$ cat src/rtl/multi_accumulator.sv
// multi_accumulator
//   Bank of CHANNELS independent signed accumulators sharing one operation port.
//   Each accepted operation computes either (in_up - in_down) for a clear, or
//   (acc[in_ch] + in_up - in_down) otherwise. The exact result is formed at
//   WIDTH+2 bits so that overflow of the WIDTH-bit accumulator can be detected.
//   The accumulator is written on the accepting edge, so back-to-back operations
//   on one channel chain without a stall. The result is presented one cycle
//   later through a single-entry valid/ready output register.
//
//   Build option: define ACC_SATURATE_EN to clamp overflowing results to the
//   signed range; otherwise they wrap to the low WIDTH bits. Overflow flagging
//   is the same in both builds.
//
// Parameters
//   WIDTH     accumulator / operand width in bits (8..64)
//   CHANNELS  number of accumulators (2..16)
//
// Ports
//   clk        rising-edge clock
//   rst        asynchronous active-high reset
//   in_valid   operation offered
//   in_ready   operation can be accepted (= !out_valid || out_ready)
//   in_ch      target channel
//   in_clear   load (in_up - in_down) instead of accumulating
//   in_up      signed addend
//   in_down    signed subtrahend
//   out_valid  result held
//   out_ready  result consumed
//   out_ch     channel of held result
//   out_sum    new value of that channel
//   out_ovf    that operation overflowed
//   ovf_flags  sticky per-channel overflow flags

module multi_accumulator #(
    parameter int WIDTH    = 32,
    parameter int CHANNELS = 4
) (
    input  logic                        clk,
    input  logic                        rst,
    input  logic                        in_valid,
    output logic                        in_ready,
    input  logic [$clog2(CHANNELS)-1:0] in_ch,
    input  logic                        in_clear,
    input  logic [WIDTH-1:0]            in_up,
    input  logic [WIDTH-1:0]            in_down,
    output logic                        out_valid,
    input  logic                        out_ready,
    output logic [$clog2(CHANNELS)-1:0] out_ch,
    output logic [WIDTH-1:0]            out_sum,
    output logic                        out_ovf,
    output logic [CHANNELS-1:0]         ovf_flags
);

    localparam int CH_W = $clog2(CHANNELS);
    localparam logic [CH_W:0]    CH_LIMIT = CHANNELS[CH_W:0];
`ifdef ACC_SATURATE_EN
    localparam logic [WIDTH-1:0] SAT_MAX  = {1'b0, {(WIDTH-1){1'b1}}};
    localparam logic [WIDTH-1:0] SAT_MIN  = {1'b1, {(WIDTH-1){1'b0}}};
`endif

    logic [WIDTH-1:0]    acc_q [CHANNELS];
    logic [WIDTH-1:0]    acc_d [CHANNELS];
    logic [CHANNELS-1:0] ovf_q, ovf_d;
    logic                out_valid_q, out_valid_d;
    logic [CH_W-1:0]     out_ch_q, out_ch_d;
    logic [WIDTH-1:0]    out_sum_q, out_sum_d;
    logic                out_ovf_q, out_ovf_d;

    logic                accept;
    logic                ch_ok;
    logic [WIDTH+1:0]    base;
    logic [WIDTH+1:0]    exact;
    logic                ovf;
    logic [WIDTH-1:0]    result;

    assign in_ready = !out_valid_q || out_ready;
    assign accept   = in_valid && in_ready;
    // Out-of-range channels are accepted but otherwise ignored.
    assign ch_ok    = ({1'b0, in_ch} < CH_LIMIT);

    always_comb begin
        base = '0;
        if (!in_clear && ch_ok) begin
            base = {{2{acc_q[in_ch][WIDTH-1]}}, acc_q[in_ch]};
        end
        exact = base
              + {{2{in_up[WIDTH-1]}}, in_up}
              - {{2{in_down[WIDTH-1]}}, in_down};
        // In range exactly when the top three bits are sign copies.
        ovf = !((exact[WIDTH+1:WIDTH-1] == 3'b000) ||
                (exact[WIDTH+1:WIDTH-1] == 3'b111));
`ifdef ACC_SATURATE_EN
        if (ovf) begin
            result = exact[WIDTH+1] ? SAT_MIN : SAT_MAX;
        end else begin
            result = exact[WIDTH-1:0];
        end
`else
        result = exact[WIDTH-1:0];
`endif
    end

    always_comb begin
        acc_d       = acc_q;
        ovf_d       = ovf_q;
        out_valid_d = out_valid_q;
        out_ch_d    = out_ch_q;
        out_sum_d   = out_sum_q;
        out_ovf_d   = out_ovf_q;

        if (accept && ch_ok) begin
            acc_d[in_ch] = result;
            if (in_clear) begin
                ovf_d[in_ch] = ovf;
            end else begin
                ovf_d[in_ch] = ovf_q[in_ch] | ovf;
            end
            out_valid_d = 1'b1;
            out_ch_d    = in_ch;
            out_sum_d   = result;
            out_ovf_d   = ovf;
        end else if (out_ready) begin
            out_valid_d = 1'b0;
        end
    end

    always_ff @(posedge clk or posedge rst) begin
        if (rst) begin
            for (int unsigned i = 0; i < CHANNELS; i++) begin
                acc_q[i] <= '0;
            end
            ovf_q       <= '0;
            out_valid_q <= 1'b0;
            out_ch_q    <= '0;
            out_sum_q   <= '0;
            out_ovf_q   <= 1'b0;
        end else begin
            acc_q       <= acc_d;
            ovf_q       <= ovf_d;
            out_valid_q <= out_valid_d;
            out_ch_q    <= out_ch_d;
            out_sum_q   <= out_sum_d;
            out_ovf_q   <= out_ovf_d;
        end
    end

    assign out_valid = out_valid_q;
    assign out_ch    = out_ch_q;
    assign out_sum   = out_sum_q;
    assign out_ovf   = out_ovf_q;
    assign ovf_flags = ovf_q;

endmodule

$ cat config.mk
export PLATFORM = sky130hd
export DESIGN_NAME = multi_accumulator
export DESIGN_NICKNAME = d
export VERILOG_FILES = /design/src/rtl/multi_accumulator.sv
export SDC_FILE = /design/constraint.sdc
export NUM_CORES = 1
export LEC_CHECK = 0
export BUFFER_PORTS_ARGS = -buffer_cell sky130_fd_sc_hd__buf_4
export CAP_MARGIN = 20
export CORE_ASPECT_RATIO = 0.8
export CORE_MARGIN = 2
export CORE_UTILIZATION = 30
export CTS_BUF_LIST = sky130_fd_sc_hd__clkbuf_4
export CTS_CLUSTER_DIAMETER = 50
export DETAILED_ROUTE_END_ITERATION = 10
export PLACE_DENSITY = 0.54
export SLEW_MARGIN = 15
export SYNTH_ARGS = -nofsm -noshare
export SYNTH_HDL_FRONTEND = slang
export SYNTH_SLANG_ARGS = --single-unit
$ cat constraint.sdc
create_clock -name clk -period 6.57 [get_ports clk]
set_clock_uncertainty 0.1 [all_clocks]
set_input_delay 1.971 -clock clk [delete_from_list [all_inputs] [get_ports clk]]
set_output_delay 1.971 -clock clk [all_outputs]
set_load 0.005 [all_outputs]
==> impl_table.tex <==
\begin{tabular}{lr}
\hline
Metric & Value \\
\hline
\multicolumn{2}{l}{\textbf{Clock tree}} \\
Clk pin slew, worst setup/hold paths & around 140 ps \\
Post-cts resize count & 0 \\
Cts-stage hold buffer count & 0 \\
Source-to-sink clock delay at the later pin of the worst-skew pair & about 600 ps \\
CTS Buffer Depth & 2 \\
Count of clock tree sinks & approximately 170 \\
H-Tree Level Count & 4 \\
TritonCTS clock tree & built \\
CTS Root Cell & sky130\_fd\_sc\_hd\_\_clkbuf\_4 \\
Post-CTS setup repair buffer count & 0 \\
Number of CTS-inserted buffers & 17 \\
\multicolumn{2}{l}{\textbf{Yosys}} \\
Area fraction in compound gates after synthesis & 11.4\% \\
Fraction of the mapped netlist area in adder cells & roughly a tenth \\
Share of synthesized area spent on multiplexers & between 10\% and 20\% \\
Cell variety after synth & just over 60 \\
Part of the Yosys area used for sequential elements & 41.9\% \\
Share of synthesized cell area in and, or, nand and nor gates & between 10\% and 20\% \\
Netlist area before placement & approximately 0.01 sq mm \\
Ys Warns & 0 \\
Average size of a mapped cell & 10.1 sq um \\
Net Count, Synth & approximately 1100 \\
Share of flip-flops with an asynchronous set or reset & 100\% \\
Number of synthesized flops with an enable pin & 0 \\
Total of flip-flops plus latches after synthesis & $\sim$170 \\
Most instantiated flip-flop cell in the synthesis netlist & sky130\_fd\_sc\_hd\_\_dfrtp\_1 \\
Synthesized instance count & between 900 and 1000 \\
XOR/XNOR Fraction of Synth Area & 2.27\% \\
Main combinational cell family by area after synthesis & multiplexers \\
\multicolumn{2}{l}{\textbf{Finish}} \\
Fraction of layout cells with a size suffix above 1 & approximately a quarter \\
Area grow syn2layout & 15.6\% \\
Nets & around 1200 \\
Count of fill cells added during filler insertion & $\sim$3300 \\
Footprint of the multi-input gates & roughly 0.0052 sq mm \\
Design area & approximately 0.012 sq mm \\
Most common cell after layout, fill and taps aside & sky130\_fd\_sc\_hd\_\_nand2\_1 \\
Sequential standard cell area & 0.00420 sq mm \\
Commonest non-fill, non-tap cells in the layout & sky130\_fd\_sc\_hd\_\_nand2\_1, sky130\_fd\_sc\_hd\_\_dfrtp\_1, sky130\_fd\_sc\_hd\_\_buf\_4, sky130\_fd\_sc\_hd\_\_inv\_1, sky130\_fd\_sc\_hd\_\_o21ai\_0 \\
\multicolumn{2}{l}{\textbf{Power}} \\
Share of power burned in the clock network & 12.1\% \\
Relative contribution of sequential cells to total power & 35.8\% \\
Reported leakage power & between 5 and 6 nW \\
PwrDens & 431 mW/mm\^{}2 \\
VDD IR-drop max & $\sim$150 uV \\
Sw frac & approximately two fifths \\
Part of the power in combinational logic & between 50 and 60\% \\
Internal power & 0.00291 W \\
Switching power & around 0.0021 W \\
\multicolumn{2}{l}{\textbf{STA}} \\
Max Transition Viols Final & 0 \\
Final sum of negative setup slack & 0 ps \\
Period utilization & between 80\% and 90\% \\
Least-Margin Pin Slew & around 1100 ps \\
Worst rel slew slack & 28.2\% \\
Time the worst path needs with I/O delays and setup & between 5000 and 6000 ps \\
Number of failing hold endpoints at the final stage & 0 \\
Setup repair after global routing missed its margin & false \\
Upper clock frequency limit & between 150 and 200 MHz \\
Setup-failing EPs final & 0 \\
Worst hold slack & 389 ps \\
Final worst slack & about 700 ps \\
\multicolumn{2}{l}{\textbf{Drt}} \\
Vias per Instance & about 4.8 \\
Post-route antenna net violation count & 0 \\
DR pass1 iterations & 5 \\
Per-cell routed wire length & roughly 18 um \\
Remaining DRCs & 0 \\
DR iter-0 viols & between 400 and 500 \\
DRT Wirelength & around 27000 um \\
Total via count in the routed design & around 7300 \\
\multicolumn{2}{l}{\textbf{Global route}} \\
Largest net degree at the start of global routing & 169 \\
Initial antenna violation count & 1 \\
Wire length of the first global-routing pass & 42800 um \\
Final global-route overflow total & 0 \\
Total Routing Usage GR & roughly 16\% \\
Number of global-route vias before repair & 7389 \\
\multicolumn{2}{l}{\textbf{Run}} \\
Number of max-cap violations & 0 \\
\multicolumn{2}{l}{\textbf{Place}} \\
Placed inst area & between 0.01 and 0.015 sq mm \\
Placement Setup Slack & between 100 and 150 ps \\
Routability Congestion & around 0.87 \\
Post-detail-place hpwl & 19100 um \\
Number of port buffers & roughly 110 \\
\multicolumn{2}{l}{\textbf{Worst setup path}} \\
Endpoint kind of the worst setup timing path & flop \\
Worst path required time & slightly below 7000 ps \\
Crit path max fanout & 25 \\
Critical path type & input port to flop \\
Critical-path top delay cell & sky130\_fd\_sc\_hd\_\_o41ai\_1 \\
Worst EP arrival & roughly 6300 ps \\
Slowest stage delay, CP & around 610 ps \\
Worst-path cell chain & buf\_4, buf\_4, mux4\_2, nand2b\_1, fa\_1, inv\_1, ha\_1, o21ai\_0, o21a\_1, o41ai\_1, nand4\_1, a31oi\_4, o21a\_1, mux2i\_2, mux2\_2 \\
Type of origin of the critical path & input port \\
\multicolumn{2}{l}{\textbf{Floorplanning}} \\
Effective utilization at floorplan & between 30\% and 40\% \\
Std-Cell Rows & 59 \\
Die area & 0.0349 sq mm \\
\# IOs & between 100 and 150 \\
Y dimension of the die & roughly 170 um \\
Core Footprint & $\sim$0.033 sq mm \\
Horizontal die dimension & around 210 um \\
\multicolumn{2}{l}{\textbf{Outcome}} \\
Status & finished clean \\
\multicolumn{2}{l}{\textbf{Worst hold path}} \\
Worst min path class & flop to flop \\
\hline
\end{tabular}
-- synthesized netlist by cell type, types with 11 or more instances --
| master | n | area (sq um) |
|---|---|---|
| sky130_fd_sc_hd__xnor2_1 | 15 | 131 |
| sky130_fd_sc_hd__mux4_2 | 33 | 743 |
| sky130_fd_sc_hd__nand3_1 | 11 | 55.1 |
| sky130_fd_sc_hd__ha_1 | 34 | 425 |
| sky130_fd_sc_hd__nand2_1 | 187 | 702 |
| sky130_fd_sc_hd__nand4_1 | 11 | 68.8 |
| sky130_fd_sc_hd__nand2b_1 | 36 | 225 |
| sky130_fd_sc_hd__inv_1 | 101 | 379 |
| sky130_fd_sc_hd__fa_1 | 32 | 641 |
| sky130_fd_sc_hd__nor2_1 | 22 | 82.6 |
| sky130_fd_sc_hd__xor2_1 | 11 | 96.3 |
| sky130_fd_sc_hd__dfrtp_1 | 168 | 4200 |
| sky130_fd_sc_hd__a21oi_1 | 29 | 145 |
| sky130_fd_sc_hd__mux2_2 | 61 | 687 |
| sky130_fd_sc_hd__clkbuf_1 | 45 | 169 |
| sky130_fd_sc_hd__o21ai_0 | 82 | 410 |
| sky130_fd_sc_hd__a21o_1 | 11 | 82.6 |
-- state kept, by name (all words and copies together) (netlist names) --
| signal | flops |
|---|---|
| acc_q | 128 |
| out_sum | 32 |
| ovf_flags | 4 |
| out_ch | 2 |
| out_ovf | 1 |
| out_valid | 1 |
-- power by group through the flow --
stage | combinational, W | sequential, W | clock [W]
after floorplan | 0.00180 | 0.00174 | 0
after global routing | 0.00292 | 0.00185 | 0.000670
after CTS | 0.00261 | 0.00179 | 0.000631
final | 0.00260 | 0.00179 | 0.000607
after global placement | 0.00257 | 0.00181 | 0
after detailed placement | 0.00260 | 0.00181 | 0
-- worst max-delay path, delay by kind of cell --
kind	cells	cell delay [ps]
simple gates	2	340
compound gates	5	1430
mux	3	930
fa+ha+maj	2	640
buf+inv	3	910
-- through the flow --
stage / utilization [%] / total power, W / std cells
floorplan: - / 0.00353 / 995
global placement: 34.6 / 0.00437 / 1488
detailed placement: 34.6 / 0.00441 / 1488
CTS: 35.5 / 0.00503 / 1519
global route: 35.5 / 0.00545 / 1520
finish: 35.5 / 0.00499 / 1520
-- metal layers --
metal / track usage [%] / share of wire (%) / vias to the layer above
li1: - / - / 3550
met2: 23.4 / 42 / 155
met1: 23.8 / 52 / 3601
met4: 3.35 / 1.1 / 0
met3: 3.79 / 4.9 / 17
met5: 0 / 0 / -
-- logic make-up after synthesis --
family	Yosys count
compound gates	185
xor+xnor	26
mux	96
simple gates	294
buf+inv	160
fa+ha+maj	66
flops	168
-- cell type report --
type | count | share of cell area [%]
multi-input combinational | 667 | 45.2
sequential | 168 | 36.2
timing repair buffer | 125 | 8.31
tap | 427 | 4.61
inverter | 101 | 3.30
clock buffer | 19 | 1.23
clock inverter | 12 | 1.11
antenna | 1 | 0.0216
-- final timing paths --
kind                                        from                     end  slack, ps  cells past startpoint
setup / recovery                        in_ch[0]     out_ovf$_DFFE_PP0P_        700                     15
hold / removal             acc_q[28]$_DFFE_PP0P_   acc_q[28]$_DFFE_PP0P_        390                      2
setup reg to reg            acc_q[7]$_DFFE_PP0P_   acc_q[93]$_DFFE_PP0P_       2200                     13
hold reg to reg            acc_q[28]$_DFFE_PP0P_   acc_q[28]$_DFFE_PP0P_        390                      2
max in group asynchronous                    rst   acc_q[47]$_DFFE_PP0P_       4080                      3
min in group asynchronous                    rst  out_sum[3]$_DFFE_PP0P_       1470                      3
Power figures use the tool's default switching activity.
